[src/rtl/uart_rx_if.sv]
// Host-side handshake bundle of the configurable UART receiver: held word,
// valid/ready pair and per-frame status flags.
interface uart_rx_if #(
    parameter int DATA_BITS = 8
);
    logic [DATA_BITS-1:0] rx_data;
    logic                 rx_valid;
    logic                 rx_ready;
    logic                 parity_err;
    logic                 frame_err;
    logic                 overrun;

    modport master (
        output rx_data, rx_valid, parity_err, frame_err, overrun,
        input  rx_ready
    );

    modport slave (
        input  rx_data, rx_valid, parity_err, frame_err, overrun,
        output rx_ready
    );
endinterface

[src/rtl/uart_rx_cfg.sv]
// Configurable UART receiver (5..9 data bits, none/odd/even parity, 1..2 stop bits).
// Define UART_RX_MAJORITY_EN for 3-sample majority voting on every bit.
module uart_rx_cfg #(
    parameter int CLK_FREQ  = 50000000,
    parameter int BAUD_RATE = 9600,
    parameter int DATA_BITS = 8,
    parameter int PARITY    = 0,
    parameter int STOP_BITS = 1
) (
    input  logic      clk,
    input  logic      rst_n,
    input  logic      rx,
    output logic      busy,
    uart_rx_if.master bus
);
    localparam int CLKS_PER_BIT = CLK_FREQ / BAUD_RATE;
    localparam int CNT_W        = $clog2(CLKS_PER_BIT);
    localparam int IDX_W        = $clog2(DATA_BITS + 1);
`ifdef UART_RX_MAJORITY_EN
    localparam int START_PT     = CLKS_PER_BIT / 2;
`else
    localparam int START_PT     = CLKS_PER_BIT / 2 - 1;
`endif
    localparam logic [CNT_W-1:0] CNT_START = CNT_W'(START_PT);
    localparam logic [CNT_W-1:0] CNT_LAST  = CNT_W'(CLKS_PER_BIT - 1);
    localparam logic [IDX_W-1:0] IDX_LAST  = IDX_W'(DATA_BITS - 1);
    localparam logic             PAR_ODD   = (PARITY == 1);

    typedef enum logic [2:0] {
        S_IDLE,
        S_START,
        S_DATA,
        S_PARITY,
        S_STOP,
        S_COMMIT
    } state_t;

    state_t               state;
    logic [CNT_W-1:0]     cnt;
    logic [IDX_W-1:0]     idx;
    logic                 stop_idx;
    logic                 armed;
    logic [DATA_BITS-1:0] shreg;
    logic                 par_acc;
    logic                 err_p;
    logic                 err_f;
    logic                 rx_p0;
    logic                 rx_p1;
    logic                 bit_val;
    logic                 bit_tick;

    logic [DATA_BITS-1:0] rx_data_r;
    logic                 rx_valid_r;
    logic                 perr_r;
    logic                 ferr_r;
    logic                 ovr_r;

    // Stage p0/p1: metastability synchroniser; idles high so reset never looks like a start.
`ifdef UART_RX_MAJORITY_EN
    logic [1:0] vote_p2;

    function automatic logic majority3(input logic a, input logic b, input logic c);
        return (a & b) | (a & c) | (b & c);
    endfunction

    always_ff @(posedge clk or negedge rst_n) begin
        if (!rst_n) begin
            rx_p0   <= 1'b1;
            rx_p1   <= 1'b1;
            vote_p2 <= 2'b11;
        end else begin
            rx_p0   <= rx;
            rx_p1   <= rx_p0;
            vote_p2 <= {vote_p2[0], rx_p1};
        end
    end

    // Decision point is mid+1: vote_p2 holds the mid-1 and mid samples.
    assign bit_val = majority3(vote_p2[1], vote_p2[0], rx_p1);
`else
    always_ff @(posedge clk or negedge rst_n) begin
        if (!rst_n) begin
            rx_p0 <= 1'b1;
            rx_p1 <= 1'b1;
        end else begin
            rx_p0 <= rx;
            rx_p1 <= rx_p0;
        end
    end

    assign bit_val = rx_p1;
`endif

    assign bit_tick = (cnt == CNT_LAST);

    // Frame FSM: sampling, error accumulation and commit into the held output.
    always_ff @(posedge clk or negedge rst_n) begin
        if (!rst_n) begin
            state      <= S_IDLE;
            cnt        <= '0;
            idx        <= '0;
            stop_idx   <= 1'b0;
            armed      <= 1'b0;
            shreg      <= '0;
            par_acc    <= 1'b0;
            err_p      <= 1'b0;
            err_f      <= 1'b0;
            rx_data_r  <= '0;
            rx_valid_r <= 1'b0;
            perr_r     <= 1'b0;
            ferr_r     <= 1'b0;
            ovr_r      <= 1'b0;
        end else begin
            ovr_r <= 1'b0;
            if (rx_valid_r && bus.rx_ready) begin
                rx_valid_r <= 1'b0;
            end

            case (state)
                S_IDLE: begin
                    cnt <= '0;
                    // Arming needs a high line first, so a stuck-low line cannot retrigger.
                    if (armed && !rx_p1) begin
                        state    <= S_START;
                        armed    <= 1'b0;
                        idx      <= '0;
                        stop_idx <= 1'b0;
                        par_acc  <= 1'b0;
                        err_p    <= 1'b0;
                        err_f    <= 1'b0;
                    end else if (rx_p1) begin
                        armed <= 1'b1;
                    end
                end

                S_START: begin
                    if (cnt == CNT_START) begin
                        cnt   <= '0;
                        state <= bit_val ? S_IDLE : S_DATA;
                    end else begin
                        cnt <= cnt + 1'b1;
                    end
                end

                S_DATA: begin
                    if (bit_tick) begin
                        cnt     <= '0;
                        shreg   <= {bit_val, shreg[DATA_BITS-1:1]};
                        par_acc <= par_acc ^ bit_val;
                        idx     <= idx + 1'b1;
                        if (idx == IDX_LAST) begin
                            state <= (PARITY != 0) ? S_PARITY : S_STOP;
                        end
                    end else begin
                        cnt <= cnt + 1'b1;
                    end
                end

                S_PARITY: begin
                    if (bit_tick) begin
                        cnt   <= '0;
                        err_p <= ((par_acc ^ bit_val) != PAR_ODD);
                        state <= S_STOP;
                    end else begin
                        cnt <= cnt + 1'b1;
                    end
                end

                S_STOP: begin
                    if (bit_tick) begin
                        cnt <= '0;
                        if (!bit_val) begin
                            err_f <= 1'b1;
                        end
                        if (STOP_BITS == 1 || stop_idx) begin
                            state <= S_COMMIT;
                        end else begin
                            stop_idx <= 1'b1;
                        end
                    end else begin
                        cnt <= cnt + 1'b1;
                    end
                end

                S_COMMIT: begin
                    state <= S_IDLE;
                    // A simultaneous accept frees the slot, so the new frame may replace the old.
                    if (!rx_valid_r || bus.rx_ready) begin
                        rx_data_r  <= shreg;
                        perr_r     <= err_p;
                        ferr_r     <= err_f;
                        rx_valid_r <= 1'b1;
                    end else begin
                        ovr_r <= 1'b1;
                    end
                end

                default: state <= S_IDLE;
            endcase
        end
    end

    assign bus.rx_data    = rx_data_r;
    assign bus.rx_valid   = rx_valid_r;
    assign bus.parity_err = perr_r;
    assign bus.frame_err  = ferr_r;
    assign bus.overrun    = ovr_r;
    assign busy           = (state != S_IDLE);

endmodule

[src/flat_wrapper.sv]
// flat-port wrapper written by rule: the top's interface ports become plain ports
module uart_rx_cfg_flat 
#(
    parameter int CLK_FREQ  = 50000000,
    parameter int BAUD_RATE = 9600,
    parameter int DATA_BITS = 8,
    parameter int PARITY    = 0,
    parameter int STOP_BITS = 1
)
  (clk, rst_n, rx, busy, bus_rx_data, bus_rx_valid, bus_parity_err, bus_frame_err, bus_overrun, bus_rx_ready);
  uart_rx_if #(.DATA_BITS(DATA_BITS)) bus_i ();
  input  logic clk;
  input  logic rst_n;
  input  logic rx;
  output logic busy;
  output wire logic [$bits(bus_i.rx_data)-1:0] bus_rx_data;
  output wire logic [$bits(bus_i.rx_valid)-1:0] bus_rx_valid;
  output wire logic [$bits(bus_i.parity_err)-1:0] bus_parity_err;
  output wire logic [$bits(bus_i.frame_err)-1:0] bus_frame_err;
  output wire logic [$bits(bus_i.overrun)-1:0] bus_overrun;
  input wire logic [$bits(bus_i.rx_ready)-1:0] bus_rx_ready;
  assign bus_rx_data = bus_i.rx_data;
  assign bus_rx_valid = bus_i.rx_valid;
  assign bus_parity_err = bus_i.parity_err;
  assign bus_frame_err = bus_i.frame_err;
  assign bus_overrun = bus_i.overrun;
  assign bus_i.rx_ready = bus_rx_ready;
  uart_rx_cfg #(.CLK_FREQ(CLK_FREQ), .BAUD_RATE(BAUD_RATE), .DATA_BITS(DATA_BITS), .PARITY(PARITY), .STOP_BITS(STOP_BITS)) u_core (.clk(clk), .rst_n(rst_n), .rx(rx), .busy(busy), .bus(bus_i));
endmodule
[config.mk]
export PLATFORM = sky130hd
export DESIGN_NAME = uart_rx_cfg_flat
export DESIGN_NICKNAME = d
export VERILOG_FILES = /design/src/rtl/uart_rx_if.sv /design/src/rtl/uart_rx_cfg.sv /design/src/flat_wrapper.sv
export SDC_FILE = /design/constraint.sdc
export NUM_CORES = 1
export LEC_CHECK = 0
export BUFFER_PORTS_ARGS = -buffer_cell sky130_fd_sc_hd__buf_2
export CAP_MARGIN = 0
export CORE_MARGIN = 2
export CORE_UTILIZATION = 59
export DETAILED_ROUTE_END_ITERATION = 8
export PLACE_DENSITY = 0.89
export RECOVER_POWER = 50
export SYNTH_ARGS = -nofsm -noshare
export SYNTH_HDL_FRONTEND = slang
export SYNTH_SLANG_ARGS = --single-unit
[constraint.sdc]
create_clock -name clk -period 2.4 [get_ports clk]
set_input_delay 0.48 -clock clk [delete_from_list [all_inputs] [get_ports clk]]
set_output_delay 0.48 -clock clk [all_outputs]
set_load 0.02 [all_outputs]
==> impl_metrics.ini <==
[routing]
vias = 1516
routed_wl_mm = 3.66
drc = 0
drt_iter0_markers = 65
wl_per_cell_um = 13.8
via_per_inst = 5.72
drt_pass1_iterations = 4
ant_nets = 0

[power]
seqPwrFrac = 0.576
p_clk_frac = 0.235
intPower_mw = 1.11
switching_share = 0.305
combPwrFrac = 0.189
p_switching_uw = 488
cellLeakagePower_nw = 1.15
vdd_drop_max_uv = 518
powerDensity_mw_per_mm2 = 681

[floorplanning]
core_area_mm2 = 0.00342
die_h_um = 64.4
io_pins = 17
row_count = 21
start_util = 0.631
die_area_mm2 = 0.00415
die_w_um = 64.4

[critical_path]
worstSetupEndpointType = flip-flop
crit_path_max_fanout = 23
r2r_cells = 6
startpoint_type = flip-flop
required_ns = 2.61
worstPathArrival_ns = 2.40
crit_type = flip-flop to flip-flop

[final_layout]
fill_cells = 261
area_growth_pct = 9.00
fin_area_mm2 = 0.00235
antenna_cells = 0
drive_above_1_share = 0.237
nNetsFinal = 224
final-seq-area_mm2 = 0.00115
multi_input_area_um2 = 937
mostFrequentLayoutCell = dfrtp_1
final_cell_mix = 44 x dfrtp_1, 18 x mux2_2, 15 x nor2_1, 15 x a21oi_1
layout.cells.non_filler = 265

[global_route]
grt.total_usage = 0.209
grt_antenna_before_repair = 0
grt_pass1_vias = 1498
overflow = 0
grt_max_degree = 24
grt_first_pass_wirelength_mm = 6.66

[sta]
min_period_over_period = 0.912
tns_ns = 0
clock_skew_ns = 0.0111
rsz0062_at_grt = false
tightest_slew_ns = 1.13
hold_violations = 0
slew_viol_final = 0
relSlewSlack = 0.239
whs_ns = 0.205
fmax_mhz = 457
finalCriticalPeriod_ns = 2.19
setup_violations = 0

[place]
dp_hpwl_mm = 2.67
place_congestion = 0.835
placed_area_mm2 = 0.00228
dp.cells = 255
portBuffers = 16

[yosys]
synth.top_cell.area_share = 0.511
syn_nets = 203
netlist_area_mm2 = 0.00216
async_reset_ff_frac = 1.00
synthDistinctLibCells = 40
syn-mean-instance-area_um2 = 10.9
yosys.area.top_type = dfrtp_1
yosys-top-cells-area = dfrtp_1 51%, mux2_2 9.4%, a21oi_1 3.5%
synth-seq-cells = 46
synth-main-ff-cell = dfrtp_1
yosysSeqAreaShare = 0.535
synth_edf_count = 0
synth_cells = 197
yosysWarnings = 0

[clock_tree]
cts_tree = built
htree_levels = 2
cts_root_buf = clkbuf_4
cts_num_sinks = 46
clk_path_buf_depth = 2
clk_latency_ns = 0.36
cts_buffers = 5
clk_pin_slew_ns = 0.13

[job]
maxCapViolCount = 0

[status]
outcome = finished clean

[hold_path]
hp-class = input pin to asynchronous set/reset pin
kinds of logic after synthesis:
family	count (synthesis)	share of synthesized area
and+or+nand+nor	70	0.189
DFF	46	0.535
AOI/OAI and AO/OA	42	0.120
muxes	19	0.0987
buffers and inverters	15	0.0337
xor gates and xnor gates	3	0.0122
adders and majority gates	2	0.0116
worst max-delay path, stage by stage (launching register included):
cell	delay, ns
dfrtp_1	0.41
ha_1	0.24
or3b_4	0.44
nor4_4	0.38
o22ai_4	0.24
a21bo_2	0.25
a31oi_1	0.08
metal layers:
| layer | up-vias | GRT usage | part of all wire | routed length, µm |
|---|---|---|---|---|
| met2 | 28 | 0.345 | 0.48 | 1750 |
| met3 | 5 | 0.0573 | 0.039 | 143 |
| met5 | - | 0 | 0 | 0 |
| met1 | 731 | 0.266 | 0.47 | 1720 |
| met4 | 0 | 0.0718 | 0.014 | 51 |
| li1 | 752 | - | - | - |
path summary, 6_finish.rpt:
path                                      endpoint          start  slack, ns
min in group clk                      u_core.rx_p0             rx       0.21
worst max register to register      u_core.cnt[12]  u_core.cnt[0]       0.21
worst max-delay path                u_core.cnt[12]  u_core.cnt[0]       0.21
worst min-delay path            u_core.bus.overrun          rst_n       0.21
worst min register to register      u_core.bit_val   u_core.rx_p0       0.36
max in group asynchronous          u_core.shreg[3]          rst_n       1.03
through the flow:
stage	total power, mW	util	worst slack [ns]
floorplan	1.17	-	0.400
global placement	1.22	0.667	0.129
detailed placement	1.23	0.667	0.0242
CTS	1.60	0.684	0.0122
global route	1.70	0.688	0.0897
finish	1.60	0.688	0.211
what timing repair did:
action                     CTS  global route
gates resized for setup      0             1
setup endpoints to repair    0            12
hold buffers                 0             0
buffers inserted             0             2
area by class of cell:
cell class                      instances  share of cell area
Multi-Input combinational cell        136               0.399
Tap cell                               46              0.0245
Sequential cell                        46               0.491
Clock buffer                            7              0.0234
Timing Repair Buffer                   22              0.0490
Clock inverter                          1             0.00213
Inverter                                7              0.0112
flip-flops by register name, indices dropped and copies added, names as in the netlist:
| signal | count |
|---|---|
| u_core.armed | 1 |
| u_core.shreg | 8 |
| u_core.bus.parity_err | 1 |
| u_core.bus.frame_err | 1 |
| u_core.par_acc | 1 |
| u_core.bit_val | 1 |
| u_core.idx | 4 |
| u_core.rx_p0 | 1 |
| u_core.bus.overrun | 1 |
| u_core.err_p | 1 |
| u_core.state | 3 |
| u_core.bus.rx_data | 8 |
| u_core.bus.rx_valid | 1 |
| u_core.err_f | 1 |
| u_core.cnt | 13 |
synthesized netlist by cell type (2+ instances only):
cell	instances
a21oi_1	15
a31oi_1	10
and3_1	3
buf_2	4
clkbuf_1	2
dfrtp_1	44
dfstp_2	2
ha_1	2
inv_1	7
mux2_2	18
nand2_1	14
nand2b_1	3
nand3_1	9
nand3b_1	6
nor2_1	15
nor2b_1	4
nor3_1	5
nor4_4	2
o21ai_0	9
or3_1	2
xnor2_1	2
power by group through the flow:
stage	sequential, mW	combinational (mW)	clock (mW)
global placement	0.932	0.291	0
finish	0.922	0.302	0.376
detailed placement	0.936	0.298	0
global route	0.939	0.350	0.416
CTS	0.920	0.301	0.383
floorplan	0.906	0.264	0
Power figures use the tool's default switching activity.
